`src/rtl/led_seq_pkg.sv`:
```
`default_nettype none
// +----------------------------------------------------------------------------+
// | Module : led_seq_pkg                                                       |
// | Brief  : Mode encodings and helpers shared by the LED step sequencer.      |
// | Rev    : 1.0  initial release                                              |
// +----------------------------------------------------------------------------+
package led_seq_pkg;

    typedef enum logic [1:0] {
        MODE_STEP_OWN = 2'b00,
        MODE_STEP_ANY = 2'b01,
        MODE_AUTO_FWD = 2'b10,
        MODE_AUTO_REV = 2'b11
    } seq_mode_e;

    function automatic logic is_auto(input seq_mode_e m);
        return m[1];
    endfunction

endpackage
`default_nettype wire

```
`src/rtl/led_step_sequencer_btn_debounce.sv`:
```
`default_nettype none
// +----------------------------------------------------------------------------+
// | Module : btn_debounce                                                      |
// | Brief  : 2-flop synchroniser, level debounce and one-cycle press pulse.    |
// | Rev    : 1.0  initial release                                              |
// +----------------------------------------------------------------------------+
module btn_debounce #(
    parameter int DEBOUNCE_CYCLES = 60000
) (
    input  logic clk,
    input  logic rst,
    input  logic btn_n,
    output logic stable,
    output logic press
);

    localparam int c_cnt_w = $clog2(DEBOUNCE_CYCLES);
    localparam logic [c_cnt_w-1:0] c_cnt_last = c_cnt_w'(DEBOUNCE_CYCLES - 1);

    logic               r_sync1;
    logic               r_sync2;
    logic               r_stable;
    logic               r_stable_d;
    logic               r_press;
    logic [c_cnt_w-1:0] r_cnt;

    always_ff @(posedge clk or posedge rst) begin
        if (rst) begin
            r_sync1    <= 1'b1;
            r_sync2    <= 1'b1;
            r_stable   <= 1'b1;
            r_stable_d <= 1'b1;
            r_press    <= 1'b0;
            r_cnt      <= '0;
        end else begin
            r_sync1    <= btn_n;
            r_sync2    <= r_sync1;
            r_stable_d <= r_stable;
            // Falling stable edge only; releases are silent.
            r_press    <= r_stable_d & ~r_stable;
            if (r_sync2 == r_stable) begin
                r_cnt <= '0;
            end else if (r_cnt == c_cnt_last) begin
                r_stable <= ~r_stable;
                r_cnt    <= '0;
            end else begin
                r_cnt <= r_cnt + 1'b1;
            end
        end
    end

    assign stable = r_stable;
    assign press  = r_press;

endmodule
`default_nettype wire

```
`src/rtl/led_step_sequencer.sv`:
```
`default_nettype none
// +----------------------------------------------------------------------------+
// | Module : led_step_sequencer                                                |
// | Brief  : One-hot LED sequencer stepped by debounced buttons or a timer.    |
// | Rev    : 1.0  initial release                                              |
// +----------------------------------------------------------------------------+
module led_step_sequencer
    import led_seq_pkg::*;
#(
    parameter int N_CH            = 4,
    parameter int DEBOUNCE_CYCLES = 60000,
    parameter int AUTO_PERIOD     = 3000000
) (
    input  logic                      clk,
    input  logic                      rst,
    input  logic [N_CH-1:0]           btn_n,
    input  logic [1:0]                mode,
    output logic [N_CH-1:0]           led,
    output logic [$clog2(N_CH)-1:0]   pos,
    output logic                      step_pulse,
    output logic                      paused
);

    localparam int c_pos_w = $clog2(N_CH);
    localparam int c_tmr_w = $clog2(AUTO_PERIOD);
    localparam logic [c_pos_w-1:0] c_pos_last = c_pos_w'(N_CH - 1);
    localparam logic [c_tmr_w-1:0] c_tmr_last = c_tmr_w'(AUTO_PERIOD - 1);
    localparam logic [N_CH-1:0]    c_led_rst  = N_CH'(1);

    logic [N_CH-1:0]    w_stable_unused;
    logic [N_CH-1:0]    w_press;

    generate
        for (genvar gi = 0; gi < N_CH; gi++) begin : g_btn
            btn_debounce #(
                .DEBOUNCE_CYCLES(DEBOUNCE_CYCLES)
            ) u_debounce (
                .clk    (clk),
                .rst    (rst),
                .btn_n  (btn_n[gi]),
                .stable (w_stable_unused[gi]),
                .press  (w_press[gi])
            );
        end
    endgenerate

    seq_mode_e          r_mode;
    logic               r_started;
    logic [c_tmr_w-1:0] r_timer;
    logic               r_paused;
    logic [c_pos_w-1:0] r_pos;
    logic [N_CH-1:0]    r_led;
    logic               r_step_pulse;

    seq_mode_e          w_mode_cur;
    logic               w_mode_chg;
    logic               w_any_press;
    logic               w_step;
    logic [c_tmr_w-1:0] w_timer_nxt;
    logic               w_paused_nxt;
    logic [c_pos_w-1:0] w_pos_fwd;
    logic [c_pos_w-1:0] w_pos_rev;
    logic [c_pos_w-1:0] w_pos_nxt;
    logic [N_CH-1:0]    w_led_nxt;

    always_comb begin
        w_mode_cur   = seq_mode_e'(mode);
        // The first cycle out of reset has no previous mode to compare against.
        w_mode_chg   = r_started && (w_mode_cur != r_mode);
        w_any_press  = |w_press;
        w_pos_fwd    = (r_pos == c_pos_last) ? '0 : r_pos + 1'b1;
        w_pos_rev    = (r_pos == '0) ? c_pos_last : r_pos - 1'b1;
        w_timer_nxt  = r_timer;
        w_paused_nxt = r_paused;
        w_step       = 1'b0;
        w_pos_nxt    = r_pos;

        if (w_mode_chg) begin
            w_timer_nxt  = '0;
            w_paused_nxt = 1'b0;
        end else if (is_auto(w_mode_cur)) begin
            if (w_any_press) begin
                w_paused_nxt = ~r_paused;
            end
            if (!r_paused) begin
                if (r_timer == c_tmr_last) begin
                    w_timer_nxt = '0;
                    w_step      = 1'b1;
                end else begin
                    w_timer_nxt = r_timer + 1'b1;
                end
            end
            if (w_step) begin
                w_pos_nxt = (w_mode_cur == MODE_AUTO_REV) ? w_pos_rev : w_pos_fwd;
            end
        end else begin
            w_timer_nxt  = '0;
            w_paused_nxt = 1'b0;
            w_step       = (w_mode_cur == MODE_STEP_ANY) ? w_any_press : w_press[r_pos];
            if (w_step) begin
                w_pos_nxt = w_pos_fwd;
            end
        end

        w_led_nxt = c_led_rst << w_pos_nxt;
    end

    always_ff @(posedge clk or posedge rst) begin
        if (rst) begin
            r_mode       <= MODE_STEP_OWN;
            r_started    <= 1'b0;
            r_timer      <= '0;
            r_paused     <= 1'b0;
            r_pos        <= '0;
            r_led        <= c_led_rst;
            r_step_pulse <= 1'b0;
        end else begin
            r_mode       <= w_mode_cur;
            r_started    <= 1'b1;
            r_timer      <= w_timer_nxt;
            r_paused     <= w_paused_nxt;
            r_pos        <= w_pos_nxt;
            r_led        <= w_led_nxt;
            r_step_pulse <= w_step;
        end
    end

    assign led        = r_led;
    assign pos        = r_pos;
    assign step_pulse = r_step_pulse;
    assign paused     = r_paused;

endmodule
`default_nettype wire

```
`config.mk`:
```
export PLATFORM = sky130hd
export DESIGN_NAME = led_step_sequencer
export DESIGN_NICKNAME = d
export VERILOG_FILES = /design/src/rtl/led_seq_pkg.sv /design/src/rtl/led_step_sequencer_btn_debounce.sv /design/src/rtl/led_step_sequencer.sv
export SDC_FILE = /design/constraint.sdc
export NUM_CORES = 1
export LEC_CHECK = 0
export CORE_MARGIN = 5
export CORE_UTILIZATION = 40
export CTS_CLUSTER_SIZE = 40
export DETAILED_ROUTE_END_ITERATION = 12
export MAX_ROUTING_LAYER = met4
export SYNTH_ARGS = -nofsm -noshare
export SYNTH_HDL_FRONTEND = slang
export SYNTH_SLANG_ARGS = --single-unit
```
`constraint.sdc`:
```
create_clock -name clk -period 4.3 [get_ports clk]
set_input_delay 0.86 -clock clk [delete_from_list [all_inputs] [get_ports clk]]
set_output_delay 0.86 -clock clk [all_outputs]
set_load 0.01 [all_outputs]
```
## Word-level counts from Yosys, hierarchy flattened

Index checks and enable logic that the tools add are counted.

- $add $sub $neg: 7
- Order comparisons: 1
- Eq/ne operators: 15
- Shifts and indexed selects: 1
- Multiplexer cells: 31
- Bitwise gates (word level): 13
- Reductions and logical operators: 7

Operators with widths:

| kind | count |
|---|---|
| 16-bit two-way mux | 8 |
| 22-bit two-way mux | 4 |
| 16-bit by 1-bit adder with 16-bit output, second input constant | 4 |
| 16-bit equality test, second input constant | 4 |
| 22-bit by 1-bit adder with 22-bit output, second input constant | 1 |
| 22-bit equality test, second input constant | 1 |
| 2-bit two-way mux | 7 |
| 1-bit two-way mux | 11 |
| 1-bit NOT | 9 |
| 2-bit AND reduction | 4 |
| 1-bit bitwise AND | 4 |
| 1-bit equality test | 4 |
| 2-bit equality test, second input constant | 2 |
| 4-bit OR reduction | 1 |
| 1-bit by 2-bit << shifter with 4-bit output, first input constant | 1 |
| 2-bit by 3-bit < comparator with 1-bit output, second input constant | 1 |
| 3-bit by 1-bit inequality test with 1-bit output, second input constant | 1 |
| 3-bit by 2-bit inequality test with 1-bit output, second input constant | 1 |
| 2-bit by 1-bit adder with 2-bit output, second input constant | 1 |
| 1-bit binary-select mux with 2-bit select | 1 |
| 2-bit by 1-bit equality test with 1-bit output, second input constant | 1 |
| 2-bit zero test | 1 |
| 2-bit inequality test | 1 |
| 2-bit by 1-bit subtractor with 2-bit output, second input constant | 1 |
| 1-bit logical AND | 1 |

- Register bits after elaboration: 117
- Bits of input ports: 8
- Word-level logic and storage cells: 106

## Logic depth before layout (Yosys ltp)

- Word-level depth: 9
- Mapped depth: 8

## Cells and area by module

From an unflattened synthesis, not the netlist that was laid out.

- Cells, all modules: 544
- Area, all modules: 5617.9 µm²

Modules (own cells, without submodules):

| module | times used | cells an instance | area an instance (µm²) |
|---|---|---|---|
| btn_debounce | 4 | 89 | 960.9 |
| led_step_sequencer | 1 | 188 | 1774.2 |

## Worst setup path after synthesis

No wires, ideal clock.

- Path type: input port to flip-flop
- Start: input port mode[0]
- End: register r_timer[5]
- Arrival: 2499 ps
- Data required time: 4217 ps
- Setup slack: 1719 ps
- Stages: 7
- Path through: clkbuf_1 -> xor2_1 -> o21ai_1 -> nand2_1 -> nor3_1 -> nand4_1 -> o21ai_0

- Word-level cells in the longest chain between the ends: 3
- Elaborated cells on any way between the ends: 4
- Classes of those cells: eq/ne: 2; mux: 1; reduce/logical: 1

Ends and longest elaborated chain:

| item | line | source |
|---|---|---|
| start, declared | led_step_sequencer.sv:17 | `input logic [1:0] mode,` |
| 2-bit inequality test * | led_step_sequencer.sv:69 | `w_mode_chg = r_started && (w_mode_cur != r_mode);` |
| 1-bit logical AND * | led_step_sequencer.sv:69 |  |
| 3-bit by 2-bit inequality test with 1-bit output (no line) or 22-bit two-way mux (tied branches) | -- |  |
| end signal, assigned | led_step_sequencer.sv:120 | `r_timer <= w_timer_nxt;` |
| end, declared | led_step_sequencer.sv:49 | `logic [c_tmr_w-1:0] r_timer;` |

Mark *: on every way between the ends. The rest lies on a longest branch, timed or not.
A chain may end at the register's enable or synchronous reset.

## Final worst setup path

- Start: input port mode[1]
- End: register r_timer[15]

- Word-level cells in the longest chain between the ends: 3
- Elaborated cells on any way between the ends: 5
- Classes of those cells: eq/ne: 2; mux: 2; reduce/logical: 1

Ends and longest elaborated chain:

| item | line |
|---|---|
| 2-bit inequality test | led_step_sequencer.sv:69 |
| 1-bit logical AND | led_step_sequencer.sv:69 |
| 3-bit by 2-bit inequality test with 1-bit output (no line) or 22-bit two-way mux (tied branches) | -- |

Parallel ways exist; a longest one is shown, timed or not.

==> run_results.csv <==
group,metric,value,unit
final_layout,final_area,6240,µm²
critical_path,crit_chain,"clkdlybuf4s50_1 > xor2_1 > o21ai_1 > a311oi_1 > and3_1 > xnor2_1 > nor2_1",
final_layout,drive_gt1_share,11.8,%
sta,finalSetupTns,0,ps
routing,wl_met1,4380,µm
clock_network,clk_pin_slew,60,ps
power_and_ir_drop,pwr-share-clk,48.4,%
routing,ant_nets,0,
critical_path,crit_path_max_fanout,13,
sta,maxSlewViolCount,0,
clock_network,cts_tree,"done",
final_layout,stdcell_count,726,
sta,min_period_over_period,68.0,%
critical_path,end_kind,"register",
yosys,syn_area_per_cell,10.4,µm²
critical_path,critPathLaunchType,"input port",
yosys,yosysSeqAreaShare,55.4,%
routing,topRoutingLayerUsed,"met4",
sta,clock_skew,7.09,ps
clock_network,ctsHoldBuffers,0,
status,status,"finished clean",
clock_network,worst_skew_pair.late_latency,410,ps
die,fp.dieArea,15700,µm²
place,placed_cell_area,5670,µm²
sta,relSlewSlack,29.2,%
global_routing,grt_pass1_wl,17000,µm
global_routing,grt_use_total,13.5,%
clock_network,cts_root_buf,"clkbuf_16",
yosys,yosys.area.top_type,"dfrtp_1",
place,dp_slack,980,ps
routing,wl_met3,320,µm
place,gp_congestion,0.787,
clock_network,cts.sinks,117,
sta,worst_pin_slew,1060,ps
global_routing,gr-total-overflow,0,
yosys,synthDistinctLibCells,47,
yosys,synth_area_leaders,"dfrtp_1 (47%), dfstp_2 (8.4%), xor2_1 (7.9%)",
power_and_ir_drop,switching_share,24.1,%
die,dieWidth,125,µm
place,port_buffers,15,
routing,drc,0,
critical_path,crit_type,"in2reg",
yosys,synth_seq_cells,117,
yosys,synth.yosys.warnings,0,
routing,vias_per_cell,5.03,
min_path,holdCritPathClass,"reg2reg",
power_and_ir_drop,p_int,2070,µW
power_and_ir_drop,total_leakage_power,0.00269,µW
global_routing,grt_antenna_before_repair,0,
clock_network,clock_path_buffers,2,
place,dpl.hpwl,6280,µm
clock_network,cts_buffers,17,
die,ios,16,
yosys,syn_nets,527,
final_layout,synthToLayoutAreaGrowth,17.3,%
die,fp-row-count,42,
critical_path,cpMaxStageDelayCell,"clkdlybuf4s50_1",
clock_network,postCtsSetupBuffers,0,
routing,drt_wl_total,9530,µm
clock_network,htree_num_levels,4,
routing,met2_wirelength,4700,µm
power_and_ir_drop,irDropWorstVdd,299,µV
sta,fmax,342,MHz
final_layout,antenna_cells,0,
routing,drtPass1Iterations,4,
power_and_ir_drop,p_comb_share,8.2,%
final_layout,layout_commonest_cell,"dfrtp_1",
yosys,yosysTopAreaCellShare,47.0,%
sta,setup_viol,0,
final_layout,final_util,47.5,%
sta,rsz0062_at_grt,"false",
critical_path,crit_arrival,3200,ps
final_layout,nNetsFinal,552,
sta,hold_viol,0,
power_and_ir_drop,power_density,438,nW/µm²
routing,drt_iter0_markers,225,
yosys,syn_inst,512,
final_layout,layout_common_cells,"dfrtp_1 (100), nor2_1 (93), xor2_1 (48)",
yosys,syn_area,5320,µm²
sta,worst_slack,1380,ps
global_routing,grt_max_degree,92,
die,coreArea,13100,µm²
routing,vias,3655,
power_and_ir_drop,power_frac_seq,43.4,%
die,initial_core_util,40.5,%
critical_path,crit_required,4580,ps
run,cap_violations,0,
place,dpl.cell_count,694,
clock_network,ctsResizeCount,0,
sta,period_minus_slack,2920,ps
die,die_h,125,µm
critical_path,cp_slowest_stage_delay,750,ps
global_routing,grt_pass1_vias,3635,
power_and_ir_drop,p_switching,659,µW
routing,post_drt_wl_per_cell,13.1,µm
==> area by class of cell <==
type	count	area, µm²
Clock buffer	23	498
Clock inverter	9	70.1
Fill cell	1216	6900
Inverter	12	47.5
Multi-Input combinational cell	371	2280
Sequential cell	117	2950
Tap cell	176	220
Timing Repair Buffer	18	173
==> power groups by stage <==
stage,Clock [µW],Combinational (µW),Sequential (µW)
floorplan,0,124,1210
global placement,0,224,1200
detailed placement,0,228,1210
CTS,1350,230,1190
global route,1410,254,1190
finish,1320,223,1190
==> worst paths after layout <==
path | start | end | slack [ps] | cells after the start
worst min register to register | g_btn[0].u_debounce.r_sync1 | g_btn[0].u_debounce.r_sync2 | 350 | 0
worst max-delay path | mode[1] | r_timer[15] | 1380 | 7
worst min-delay path | g_btn[0].u_debounce.r_sync1 | g_btn[0].u_debounce.r_sync2 | 350 | 0
max in group asynchronous | rst | r_timer[19] | 2400 | 3
min in group asynchronous | rst | g_btn[1].u_debounce.r_cnt[1] | 1050 | 2
worst max register to register | r_timer[11] | led[0] | 1600 | 6
==> synth_stat cells, drive strengths merged <==
cell / count
a2111oi: 1
a21o: 1
a21oi: 5
a22o: 1
a311o: 1
a311oi: 2
a31oi: 6
and2: 4
and3: 15
and3b: 1
and4: 9
clkbuf: 12
conb: 1
dfrtp: 100
dfstp: 17
ha: 7
inv: 12
mux2: 4
mux2i: 2
nand2: 43
nand2b: 1
nand3: 33
nand4: 15
nand4b: 1
nor2: 93
nor2b: 7
nor3: 5
nor3b: 1
nor4: 3
nor4b: 3
nor4bb: 1
o2111ai: 1
o211a: 1
o21a: 2
o21ai: 15
o221a: 1
or2: 3
or3: 4
or4: 1
or4b: 4
or4bb: 1
xnor2: 24
xor2: 48
==> stage by stage <==
| stage | power (µW) | hold slack (ps) |
|---|---|---|
| final | 2730 | 351 |
| after global placement | 1430 | 346 |
| after floorplan | 1330 | 345 |
| after CTS | 2770 | 355 |
| after global routing | 2850 | 357 |
| after detailed placement | 1430 | 347 |
==> registers in the layout, summed over array words and instances, names as in the netlist <==
name	flops
g_btn.u_debounce.r_sync2	4
g_btn.u_debounce.press	4
g_btn.u_debounce.r_cnt	64
r_mode	2
r_started	1
g_btn.u_debounce.stable	4
step_pulse	1
paused	1
pos	2
r_timer	22
led	4
g_btn.u_debounce.r_sync1	4
g_btn.u_debounce.r_stable_d	4
==> layer usage <==
layer	up-vias	global-route usage (%)
li1	1800	-
met1	1795	16.4
met2	47	21.6
met3	13	4.22
met4	0	4.59
met5	-	-
==> cells by family after synthesis <==
group | Yosys count | synth area share, %
simple gates | 248 | 23.4
flops | 117 | 55.4
xor+xnor | 72 | 11.9
compound gates | 37 | 4.73
buf+inv | 24 | 1.69
fa+ha+maj | 7 | 1.65
mux | 6 | 1.22
other cells | 1 | 0.0705
==> worst max-delay path, delay by kind of cell <==
kind | cells | cell delay, ps
and+or+nand+nor | 2 | 340
xor gates and xnor gates | 2 | 360
buffers and inverters | 1 | 750
AOI/OAI and AO/OA | 2 | 880
(Power assumes the default switching activity.)
